===== config.mk =====
export PLATFORM = sky130hd
export DESIGN_NAME = maxpool_window_sequencer
export DESIGN_NICKNAME = d
export VERILOG_FILES = /design/src/rtl/maxpool_window_sequencer.sv
export SDC_FILE = /design/constraint.sdc
export NUM_CORES = 1
export LEC_CHECK = 0
export BUFFER_PORTS_ARGS = -buffer_cell sky130_fd_sc_hd__buf_2
export CORE_ASPECT_RATIO = 1.1
export CORE_UTILIZATION = 45
export CTS_BUF_LIST = sky130_fd_sc_hd__clkbuf_8
export CTS_CLUSTER_DIAMETER = 30
export DETAILED_ROUTE_END_ITERATION = 12
export SLEW_MARGIN = 20
export SYNTH_ARGS = -nofsm -noshare
export SYNTH_HDL_FRONTEND = slang
export SYNTH_SLANG_ARGS = --single-unit

===== constraint.sdc =====
create_clock -name clk -period 5.65 [get_ports clk]
set_input_delay 0.565 -clock clk [delete_from_list [all_inputs] [get_ports clk]]
set_output_delay 0.565 -clock clk [all_outputs]
set_load 0.05 [all_outputs]

===== src/rtl/maxpool_window_sequencer.sv =====
// 2x2 stride-2 max-pool controller: walks the conv feature map, folds each window
// into a signed running max and writes one pooled pixel per window.
module maxpool_window_sequencer #(
  parameter int addressWidthConv = 10,
  parameter int addressWidthPool = 8,
  parameter int dataWidthMax     = 8,
  parameter int IMG_W            = 26,
  parameter int IMG_H            = 26
) (
  input  logic                        clk,
  input  logic                        rst,
  input  logic                        start,
  output logic                        busy,
  output logic                        done,
  output logic                        conv_rd_en,
  output logic [addressWidthConv-1:0] conv_raddr,
  input  logic [dataWidthMax-1:0]     rdata_conv,
  output logic                        pool_we,
  output logic [addressWidthPool-1:0] pool_waddr,
  output logic [dataWidthMax-1:0]     pool_wdata
);

  // Handshake: start is sampled only in IDLE and never queued; busy is high from the
  // first read cycle through the last write; done pulses for one cycle after that write.

  localparam int OUT_W = IMG_W / 2;
  localparam int OUT_H = IMG_H / 2;
  localparam int CW    = 16;
  localparam int AC    = addressWidthConv;
  localparam int AP    = addressWidthPool;
  localparam int DW    = dataWidthMax;

  localparam logic [CW-1:0] LAST_C  = CW'(OUT_W - 1);
  localparam logic [CW-1:0] LAST_R  = CW'(OUT_H - 1);
  localparam logic [AC-1:0] ONE     = AC'(1);
  localparam logic [AC-1:0] ROW_OFF = AC'(IMG_W);
  localparam logic [AC-1:0] STEP_C  = AC'(2);
  // From the last window of a row to the first window two rows down; skips an odd last column.
  localparam logic [AC-1:0] STEP_R  = AC'(2 * IMG_W - 2 * (OUT_W - 1));

  typedef enum logic [2:0] {IDLE, RD, LAST, WR, DONE} state_t;

  state_t          state;
  logic [1:0]      tap;
  logic [CW-1:0]   r;
  logic [CW-1:0]   c;
  logic [AC-1:0]   base;
  logic [AP-1:0]   out_idx;
  logic [DW-1:0]   max_reg;

  logic [1:0]      tap_next;
  logic [AC-1:0]   rd_next;
  logic [AC-1:0]   next_base;
  logic [DW-1:0]   folded;
  logic            first_fold;
  logic            last_col;
  logic            last_win;

  always_comb begin
    tap_next = tap + 2'd1;
    case (tap_next)
      2'd0:    rd_next = base;
      2'd1:    rd_next = base + ONE;
      2'd2:    rd_next = base + ROW_OFF;
      default: rd_next = base + ROW_OFF + ONE;
    endcase
    // Tap 0 data arrives while tap 1 is being issued and loads unconditionally.
    first_fold = (state == RD) && (tap == 2'd1);
    if (first_fold || ($signed(rdata_conv) > $signed(max_reg))) folded = rdata_conv;
    else                                                          folded = max_reg;
    last_col  = (c == LAST_C);
    last_win  = last_col && (r == LAST_R);
    next_base = last_col ? (base + STEP_R) : (base + STEP_C);
  end

  always_ff @(posedge clk) begin
    if (rst) begin
      state      <= IDLE;
      tap        <= 2'd0;
      r          <= '0;
      c          <= '0;
      base       <= '0;
      out_idx    <= '0;
      max_reg    <= '0;
      busy       <= 1'b0;
      done       <= 1'b0;
      conv_rd_en <= 1'b0;
      conv_raddr <= '0;
      pool_we    <= 1'b0;
      pool_waddr <= '0;
      pool_wdata <= '0;
    end else begin
      done    <= 1'b0;
      pool_we <= 1'b0;
      case (state)
        IDLE: begin
          if (start) begin
            r          <= '0;
            c          <= '0;
            tap        <= 2'd0;
            base       <= '0;
            out_idx    <= '0;
            conv_rd_en <= 1'b1;
            conv_raddr <= '0;
            busy       <= 1'b1;
            state      <= RD;
          end
        end
        RD: begin
          if (tap != 2'd0) max_reg <= folded;
          if (tap == 2'd3) begin
            conv_rd_en <= 1'b0;
            conv_raddr <= '0;
            state      <= LAST;
          end else begin
            tap        <= tap_next;
            conv_raddr <= rd_next;
          end
        end
        LAST: begin
          max_reg    <= folded;
          pool_we    <= 1'b1;
          pool_wdata <= folded;
          pool_waddr <= out_idx;
          state      <= WR;
        end
        WR: begin
          tap     <= 2'd0;
          out_idx <= out_idx + AP'(1);
          if (last_win) begin
            busy  <= 1'b0;
            done  <= 1'b1;
            state <= DONE;
          end else begin
            if (last_col) begin
              c <= '0;
              r <= r + CW'(1);
            end else begin
              c <= c + CW'(1);
            end
            base       <= next_base;
            conv_rd_en <= 1'b1;
            conv_raddr <= next_base;
            state      <= RD;
          end
        end
        DONE: begin
          state <= IDLE;
        end
        default: begin
          state <= IDLE;
        end
      endcase
    end
  end

endmodule


==> results of run 1 <==
==> metal layers <==
layer | vias up | GRT usage [%]
met4 | 0 | 9.24
met1 | 2004 | 28.6
met5 | - | 0
li1 | 2152 | -
met2 | 73 | 32.3
met3 | 11 | 3.49
==> worst max-delay path: stages (launching register included) <==
cell,delay [ps]
dfxtp_1,370
inv_1,80
ha_1,180
nor3b_1,280
and4_1,630
nand2_1,210
o21bai_1,770
nor2_1,110
==> through the flow <==
step	std cells	cell area [um^2]	setup slack, ps	hold WS (ps)	util, %
detailed placement	747	5250	2700	441	49.5
finish	761	5400	2870	449	51.0
floorplan	590	4990	3360	443	-
global route	761	5400	2510	471	51.0
global placement	747	5250	2770	432	49.5
CTS	761	5400	2690	453	51.0
==> power breakdown <==
| group | switching (mW) | leakage [nW] | internal [mW] |
|---|---|---|---|
| clock | 0.224 | 0.0890 | 0.164 |
| sequential | 0.00592 | 0.742 | 0.654 |
| combinational | 0.0799 | 1.17 | 0.0385 |
| total | 0.310 | 2.00 | 0.856 |
==> worst paths after layout <==
path,startpoint,endpoint,slack [ps],cells past startpoint
max,c[0]$_SDFFE_PP0P_,c[3]$_SDFFE_PP0P_,2870,7
max reg2reg,c[0]$_SDFFE_PP0P_,c[3]$_SDFFE_PP0P_,2870,7
min,conv_raddr[9]$_SDFFE_PP0P_,conv_raddr[9]$_SDFFE_PP0P_,450,2
min reg2reg,conv_raddr[9]$_SDFFE_PP0P_,conv_raddr[9]$_SDFFE_PP0P_,450,2
==> kinds of logic after synthesis <==
logic type                 Yosys count  share of synthesized area, %
and+or+nand+nor                    261                          28.0
AOI/OAI and AO/OA                  114                          15.9
DFF                                 92                          36.9
buffers and inverters               52                          4.64
xor gates and xnor gates            31                          5.44
adders and majority gates           21                          5.27
muxes                               19                          3.84
==> area by class of cell <==
cell class              instances  share of cell area [%]
multi-input cells             446                    54.0
flip-flops and latches         92                    34.1
repair buffers                 43                    4.12
well taps                     143                    3.31
clock buffers                  10                    2.55
inverters                      23                    1.60
clock inverters                 4                   0.347
==> layout by cell type, fill, tap and decap left out, types with 6 or more instances in the layout <==
cell and count:
buf_2 40, nand2_1 59, a22oi_1 6, nor2_1 81, o21ai_0 16, clkbuf_8 10
mux2i_1 18, and3_1 9, dfxtp_1 92, nor4_1 11, nor3_1 15, xnor2_1 16
nand3_1 19, xor2_1 15, inv_1 24, a211oi_1 13, ha_1 21, nand4_1 18
or3_1 6, a21oi_1 38
==> results.sh, run 1 <==
export IMPL_ys_warn_count=0
export IMPL_fp_dieW_um=102
export IMPL_synth_common_cells="dfxtp_1, nor2_1, nand2_1"
export IMPL_cp_required_ps=5870
export IMPL_ys_seq_area_share_pct=36.9
export IMPL_worstSetupPathType="reg -> reg"
export IMPL_first_global_vias=4044
export IMPL_clock_root_buffer="clkbuf_8"
export IMPL_nFillCells=1054
export IMPL_arrival_ps=2990
export IMPL_drcViolationCount=0
export IMPL_postRouteAntennaNets=0
export IMPL_ys_top_cells_by_area="dfxtp_1, nor2_1, ha_1"
export IMPL_status="complete, no violations"
export IMPL_h_tree_depth=3
export IMPL_synth_top_cell_area_share_pct=36.9
export IMPL_cts_hold_buf=0
export IMPL_drt_met1_wl_mm=5.39
export IMPL_yosysMostFrequentCell="dfxtp_1"
export IMPL_cap_violations=0
export IMPL_cts_resized=0
export IMPL_antenna_cells=0
export IMPL_syn_to_final_growth_pct=8.30
export IMPL_min_period_ps=2780
export IMPL_leakage_nw=2.00
export IMPL_row_count=39
export IMPL_cts_made_buffers=9
export IMPL_synth_ff_type="dfxtp_1"
export IMPL_first_pass_iters=4
export IMPL_relSlewSlack_pct=38.6
export IMPL_hold_violations=0
export IMPL_endpoint_kind="flip-flop"
export IMPL_via_count=4240
export IMPL_wl_met3_um=463
export IMPL_start_kind="flip-flop"
export IMPL_gr_total_overflow=0
export IMPL_path_clk_slew_ps=90
export IMPL_rsz0062_at_grt="false"
export IMPL_coreArea_um2=10600
export IMPL_met2WireLength_mm=5.21
export IMPL_dr_max_layer_used="met4"
export IMPL_initial_core_util_pct=47.1
export IMPL_synth_nets=622
export IMPL_worst_skew_pair_late_latency_ps=360
export IMPL_synth_area_um2=4990
export IMPL_cts_tree="yes"
export IMPL_antenna_found_initial=0
export IMPL_path_max_fanout=14
export IMPL_max_freq_mhz=360
export IMPL_fin_crit_sh_pct=49.2
export IMPL_drtIter0Drc=192
export IMPL_clock_sinks=92
export IMPL_die_h_um=112
export IMPL_yosysTopAreaCell="dfxtp_1"
export IMPL_async_reset_ff_share_pct=0
export IMPL_grt_max_degree=64
export IMPL_peakVddDrop_mv=0.0960
export IMPL_wire_per_inst_um=14.7
export IMPL_hpwlAfterDp_mm=7.96
export IMPL_wirelength_mm=11.2
export IMPL_nNetsFinal=647
export IMPL_setup_tns_ps=0
export IMPL_multi_input_area_um2=2920
export IMPL_setup_viol=0
export IMPL_gp_congestion=0.868
export IMPL_grt_pass1_wl_mm=19.3
export IMPL_io_buffer_count=40
export IMPL_cts_buffer_depth=2
export IMPL_seq_area_um2=1840
export IMPL_avgSynthCellArea_um2=8.46
export IMPL_netlist_instances=590
export IMPL_dieArea_um2=11500
export IMPL_p_total_mw=1.17
export IMPL_synth_ff_latch_count=92
export IMPL_tightestPinTransition_ps=919
export IMPL_drive_gt1_share_pct=13.1
export IMPL_track_usage_pct=21.0
export IMPL_synth_edf_count=0
export IMPL_worst_hold_path_type="reg -> reg"
export IMPL_ios=41
export IMPL_slew_violations=0
export IMPL_reg_top3="c: 16 flops, r: 16 flops, conv_raddr: 10 flops"
export IMPL_power_density_nw_per_um2=216
export IMPL_yosys_cell_types_count=69
export IMPL_post_cts_setup_buffers=0
export IMPL_via_per_inst=5.57
export IMPL_clock_skew_ps=13.7
No activity file was read; power rests on OpenSTA's default activity.
==> inputs of run 2 (changes only) <==
ABC_AREA = 1   (was default)
clock period = 2.3 ns   (was 5.65 ns; I/O delays follow)
==> results.sh, run 2 <==
export IMPL_cts_resized=0
export IMPL_h_tree_depth=3
export IMPL_die_h_um=118
export IMPL_initial_core_util_pct=46.1
export IMPL_clock_root_buffer="clkbuf_8"
export IMPL_synth_nets=881
export IMPL_failed_checks="design-rule violations"
export IMPL_ys_seq_area_share_pct=33.3
export IMPL_fin_crit_sh_pct=85.6
export IMPL_synth_area_um2=5530
export IMPL_wirelength_mm=13.9
export IMPL_synth_common_cells="nand2_1, inv_1, dfxtp_1, nor2_1, nand3_1"
export IMPL_first_global_vias=5122
export IMPL_reg_top3="c: 16 flops, r: 16 flops, conv_raddr: 10 flops"
export IMPL_wire_per_inst_um=13.3
export IMPL_antenna_found_initial=0
export IMPL_fin_area_um2=6040
export IMPL_cts_tree="yes"
export IMPL_cts_buffer_depth=2
export IMPL_worstSetupPathType="reg -> reg"
export IMPL_rsz0062_at_grt="false"
export IMPL_nNetsFinal=915
export IMPL_synth_ff_latch_count=92
export IMPL_async_reset_ff_share_pct=0
export IMPL_setup_tns_ps=0
export IMPL_yosysTopAreaCell="dfxtp_1"
export IMPL_fin_hold_ws_ps=172
export IMPL_synth_xor_area_share_pct=3.49
export IMPL_coreArea_um2=12000
export IMPL_peakVddDrop_mv=0.265
export IMPL_clock_skew_ps=11.8
export IMPL_synth_area_mux_share_pct=0
export IMPL_min_period_ps=1970
export IMPL_syn_to_final_growth_pct=9.21
export IMPL_io_buffer_count=40
export IMPL_path_max_fanout=11
export IMPL_drive_gt1_share_pct=11.5
export IMPL_grt_pass1_wl_mm=23.9
export IMPL_clock_sinks=92
export IMPL_synth_ff_type="dfxtp_1"
export IMPL_cap_violations=0
export IMPL_p_total_mw=4.39
export IMPL_endpoint_kind="flip-flop"
export IMPL_postRouteAntennaNets=0
export IMPL_fp_dieW_um=108
export IMPL_ios=41
export IMPL_yosysMostFrequentCell="nand2_1"
export IMPL_netlist_instances=849
export IMPL_slew_violations=0
export IMPL_drcViolationCount=2
export IMPL_synthAdderAreaFrac_pct=4.75
export IMPL_placed_area_um2=5850
export IMPL_avgSynthCellArea_um2=6.51
export IMPL_first_pass_iters=9
export IMPL_tightestPinTransition_ps=402
export IMPL_post_route_util_pct=50.4
export IMPL_leakage_nw=2.66
export IMPL_cts_hold_buf=0
export IMPL_synth_top_family_by_area="simple AND/OR/NAND/NOR gates"
export IMPL_yosys_cell_types_count=38
export IMPL_synth_edf_count=0
export IMPL_status="finished with violations"
export IMPL_synth_simple_gate_area_share_pct=33.9
export IMPL_arrival_ps=2240
export IMPL_layout_common_cells="nand2_1, inv_1, nor2_1, dfxtp_1, nand3_1"
export IMPL_gr_total_overflow=0
export IMPL_post_cts_setup_buffers=0
export IMPL_gp_congestion=0.911
export IMPL_hold_violations=0
export IMPL_max_freq_mhz=508
export IMPL_synth_compound_area_share_pct=14.4
export IMPL_ys_top_cells_by_area="dfxtp_1, nand2_1, inv_1"
export IMPL_final_common_cell="nand2_1"
export IMPL_via_per_inst=5.17
export IMPL_cp_required_ps=2570
export IMPL_synth_top_cell_area_share_pct=33.3
export IMPL_setup_viol=0
export IMPL_relSlewSlack_pct=73.0
export IMPL_cts_made_buffers=9
export IMPL_worst_skew_pair_late_latency_ps=380
export IMPL_path_clk_slew_ps=100
export IMPL_row_count=42
export IMPL_worst_hold_path_type="in -> reg"
export IMPL_power_density_nw_per_um2=726
export IMPL_via_count=5393
export IMPL_dieArea_um2=12700
export IMPL_drtIter0Drc=304
export IMPL_grt_max_degree=35
export IMPL_ys_warn_count=0
export IMPL_track_usage_pct=23.4
export IMPL_start_kind="flip-flop"
export IMPL_hpwlAfterDp_mm=9.83
## run 2: changes by cell type after synthesis, moves of 10 or more
cell	change
a21oi_2	+18
nor2_1	+11
inv_1	+76
nand2_1	+176
a21oi_1	+21
o21ai_0	+21
xnor2_1	-13
a211oi_1	-10
nand3_1	+52
mux2i_1	-18
## run 2: cell families after synthesis
kind of cell,after synthesis
simple gates,444
compound gates,136
buf+inv,134
flops,92
xor+xnor,22
fa+ha+maj,21
## run 2: final cells by class
class                      count  area (um^2)
fill                        1241         5940
multi-input combinational    623         3130
clock buffer                  12          165
inverter                     106          402
timing repair buffer          51          283
tap                          154          193
clock inverter                 4         23.8
sequential                    92         1840
antenna                        1         2.50
## run 2: metal layers
layer | wire length (um) | GRT usage (%) | vias to the layer above
li1 | - | - | 2805
met2 | 6640 | 39.4 | 86
met5 | 0 | 0 | -
met4 | 265 | 9.33 | 0
met3 | 591 | 4.03 | 19
met1 | 6390 | 29.4 | 2483
## run 2: power by group
| group | switching, mW | leakage (nW) | internal, mW |
|---|---|---|---|
| logic | 1.05 | 1.81 | 0.412 |
| clock network | 0.590 | 0.0958 | 0.476 |
| registers | 0.121 | 0.746 | 1.73 |
| total | 1.76 | 2.66 | 2.62 |
## run 2: stage by stage
stage,cells,setup slack (ps)
after detailed placement,1026,298
after CTS,1042,298
final,1043,332
after floorplan,849,532
after global placement,1026,394
after global routing,1042,87.9
## run 2: final timing paths
path	startpoint	depth (start not counted)	slack [ps]	endpoint
max	c[8]$_SDFFE_PP0P_	10	330	conv_raddr[7]$_SDFFE_PP0P_
min	rdata_conv[4]	5	170	max_reg[4]$_SDFFE_PP0P_
max reg2reg	c[8]$_SDFFE_PP0P_	10	330	conv_raddr[7]$_SDFFE_PP0P_
min reg2reg	conv_raddr[4]$_SDFFE_PP0P_	2	470	conv_raddr[4]$_SDFFE_PP0P_
## run 2: critical path, stage by stage (launching register included)
cell and delay (ps):
dfxtp_1 380, nor2_2 140, nand2_1 60, nor3_1 150, nand2_1 170, nor3_2 150
nand2_2 130, nand2_2 210, clkinv_1 250, nand2_1 140, a21oi_1 70
==> inputs of run 3 (changes only) <==
CORE_UTILIZATION = 50   (was 45)
PLACE_DENSITY = 0.71   (was default)
==> results.sh, run 3 (synthesis gave the netlist of run 2 again) <==
export IMPL_drcViolationCount=0
export IMPL_critPathMaxStageDelay_ps=360
export IMPL_antenna_cells=0
export IMPL_h_tree_depth=3
export IMPL_path_delay_family="simple AND/OR/NAND/NOR gates"
export IMPL_grt_pass1_wl_mm=22.6
export IMPL_first_global_vias=4979
export IMPL_final_common_cell="nand2_1"
export IMPL_cts_resized=0
export IMPL_ios=41
export IMPL_placed_cells=1016
export IMPL_crit_slowest_cell="dfxtp_1"
export IMPL_switching_share_pct=38.8
export IMPL_initial_core_util_pct=52.2
export IMPL_start_kind="flip-flop"
export IMPL_syn_to_final_growth_pct=9.66
export IMPL_via_count=5423
export IMPL_fp_dieW_um=102
export IMPL_cap_violations=0
export IMPL_worstSetupPathType="reg -> reg"
export IMPL_p_switching_mw=1.77
export IMPL_rsz0062_at_grt="false"
export IMPL_wire_per_inst_um=12.9
export IMPL_multi_input_area_um2=3130
export IMPL_post_route_util_pct=57.2
export IMPL_cp_common_cell="nand2_1"
export IMPL_first_pass_iters=5
export IMPL_die_h_um=112
export IMPL_cts_hold_buf=0
export IMPL_layout_common_cells="nand2_1, inv_1, nor2_1, dfxtp_1, nand3_1"
export IMPL_dieArea_um2=11500
export IMPL_coreArea_um2=10600
export IMPL_critical_path_buf_inv_count=1
export IMPL_drive_gt1_share_pct=11.6
export IMPL_setup_viol=0
export IMPL_p_int_mw=2.80
export IMPL_cp_required_ps=2510
export IMPL_worst_hold_path_type="in -> reg"
export IMPL_worst_skew_pair_late_latency_ps=360
export IMPL_max_freq_mhz=504
export IMPL_gr_total_overflow=0
export IMPL_placed_area_um2=5840
export IMPL_power_density_nw_per_um2=754
export IMPL_nNetsFinal=916
export IMPL_hold_violations=0
export IMPL_path_max_fanout=9
export IMPL_reg_top3="c: 16 flops, r: 16 flops, conv_raddr: 10 flops"
export IMPL_track_usage_pct=24.4
export IMPL_leakage_nw=2.68
export IMPL_cts_made_buffers=9
export IMPL_clock_root_buffer="clkbuf_8"
export IMPL_path_clk_slew_ps=90
export IMPL_row_count=39
export IMPL_arrival_ps=2200
export IMPL_p_clk_share_pct=27.1
export IMPL_crit_chain="nor2_1 -> nand2_1 -> nor3_1 -> nand2_1 -> nor3_2 -> nand2_2 -> nand2_2 -> clkinv_1 -> nand2_1 -> a21oi_1"
export IMPL_clock_skew_ps=9.22
export IMPL_wirelength_mm=13.3
export IMPL_slew_violations=0
export IMPL_tightestPinTransition_ps=723
export IMPL_antenna_found_initial=0
export IMPL_endpoint_kind="flip-flop"
export IMPL_peakVddDrop_mv=0.263
export IMPL_status="complete, no violations"
export IMPL_p_total_mw=4.57
export IMPL_drtIter0Drc=269
export IMPL_fin_crit_sh_pct=86.3
export IMPL_hpwlAfterDp_mm=9.57
export IMPL_fin_area_um2=6060
export IMPL_cts_buffer_depth=2
export IMPL_min_period_ps=1980
export IMPL_nFillCells=1065
export IMPL_postRouteAntennaNets=0
export IMPL_grt_max_degree=60
export IMPL_seq_area_um2=1840
export IMPL_post_cts_setup_buffers=0
export IMPL_cts_tree="yes"
export IMPL_clock_sinks=92
export IMPL_io_buffer_count=40
export IMPL_gp_congestion=0.889
export IMPL_combPwrFrac_pct=32.3
export IMPL_relSlewSlack_pct=51.8
export IMPL_fin_cells=1031
export IMPL_p_seq_share_pct=40.6
export IMPL_via_per_inst=5.26
export IMPL_setup_tns_ps=0
[run 3: cell count changes in the layout (fill, tap and decap cells not counted), sizes merged]
cell / previous run / this run
bufinv: 0 / 2
clkbuf: 12 / 10
buf: 51 / 52
diode: 1 / 0
clkinvlp: 2 / 1
[run 3: worst reg2reg max path, delay by kind of cell (launching register included)]
family,cells,cell delay (ps)
AOI/OAI and AO/OA,1,90
buffers and inverters,1,270
DFF,1,360
and+or+nand+nor,8,1140
[run 3: metal layers]
layer  vias up  share of wire, %  global-route usage (%)
met4         0               1.0                    5.81
met1      2495                47                    32.3
met3        15               3.9                    3.36
met2       110                48                    41.5
met5         -                 0                       0
li1       2803                 -                       -
[run 3: power by group through the flow]
stage,clock (mW),sequential (mW),combinational [mW]
floorplan,0,2.07,0.959
global placement,0,1.88,1.43
detailed placement,0,1.89,1.46
CTS,1.25,1.86,1.47
global route,1.33,1.88,1.65
finish,1.24,1.86,1.48
[run 3: final cells by class]
class | count | share of cell area, %
Timing Repair Buffer | 52 | 4.79
Sequential cell | 92 | 30.4
Inverter | 106 | 6.63
Clock buffer | 10 | 2.27
Clock inverter | 5 | 1.40
Multi-Input combinational cell | 623 | 51.6
Tap cell | 143 | 2.95
[run 3: worst paths after layout]
check                                                   to                       start  slack [ps]  cells past startpoint
worst min-delay path               max_reg[1]$_SDFFE_PP0P_               rdata_conv[1]         200                      5
worst max-delay path            conv_raddr[8]$_SDFFE_PP0P_           c[7]$_SDFFE_PP0P_         320                     10
worst min register to register  conv_raddr[1]$_SDFFE_PP0P_  conv_raddr[1]$_SDFFE_PP0P_         470                      2
worst max register to register  conv_raddr[8]$_SDFFE_PP0P_           c[7]$_SDFFE_PP0P_         320                     10
[run 3: metrics by stage]
step	hold slack (ps)	worst slack, ps
2_1_floorplan	438	532
3_3_place_gp	449	446
3_5_place_dp	453	368
4_1_cts	190	323
5_1_grt	193	77.3
6_report	198	316
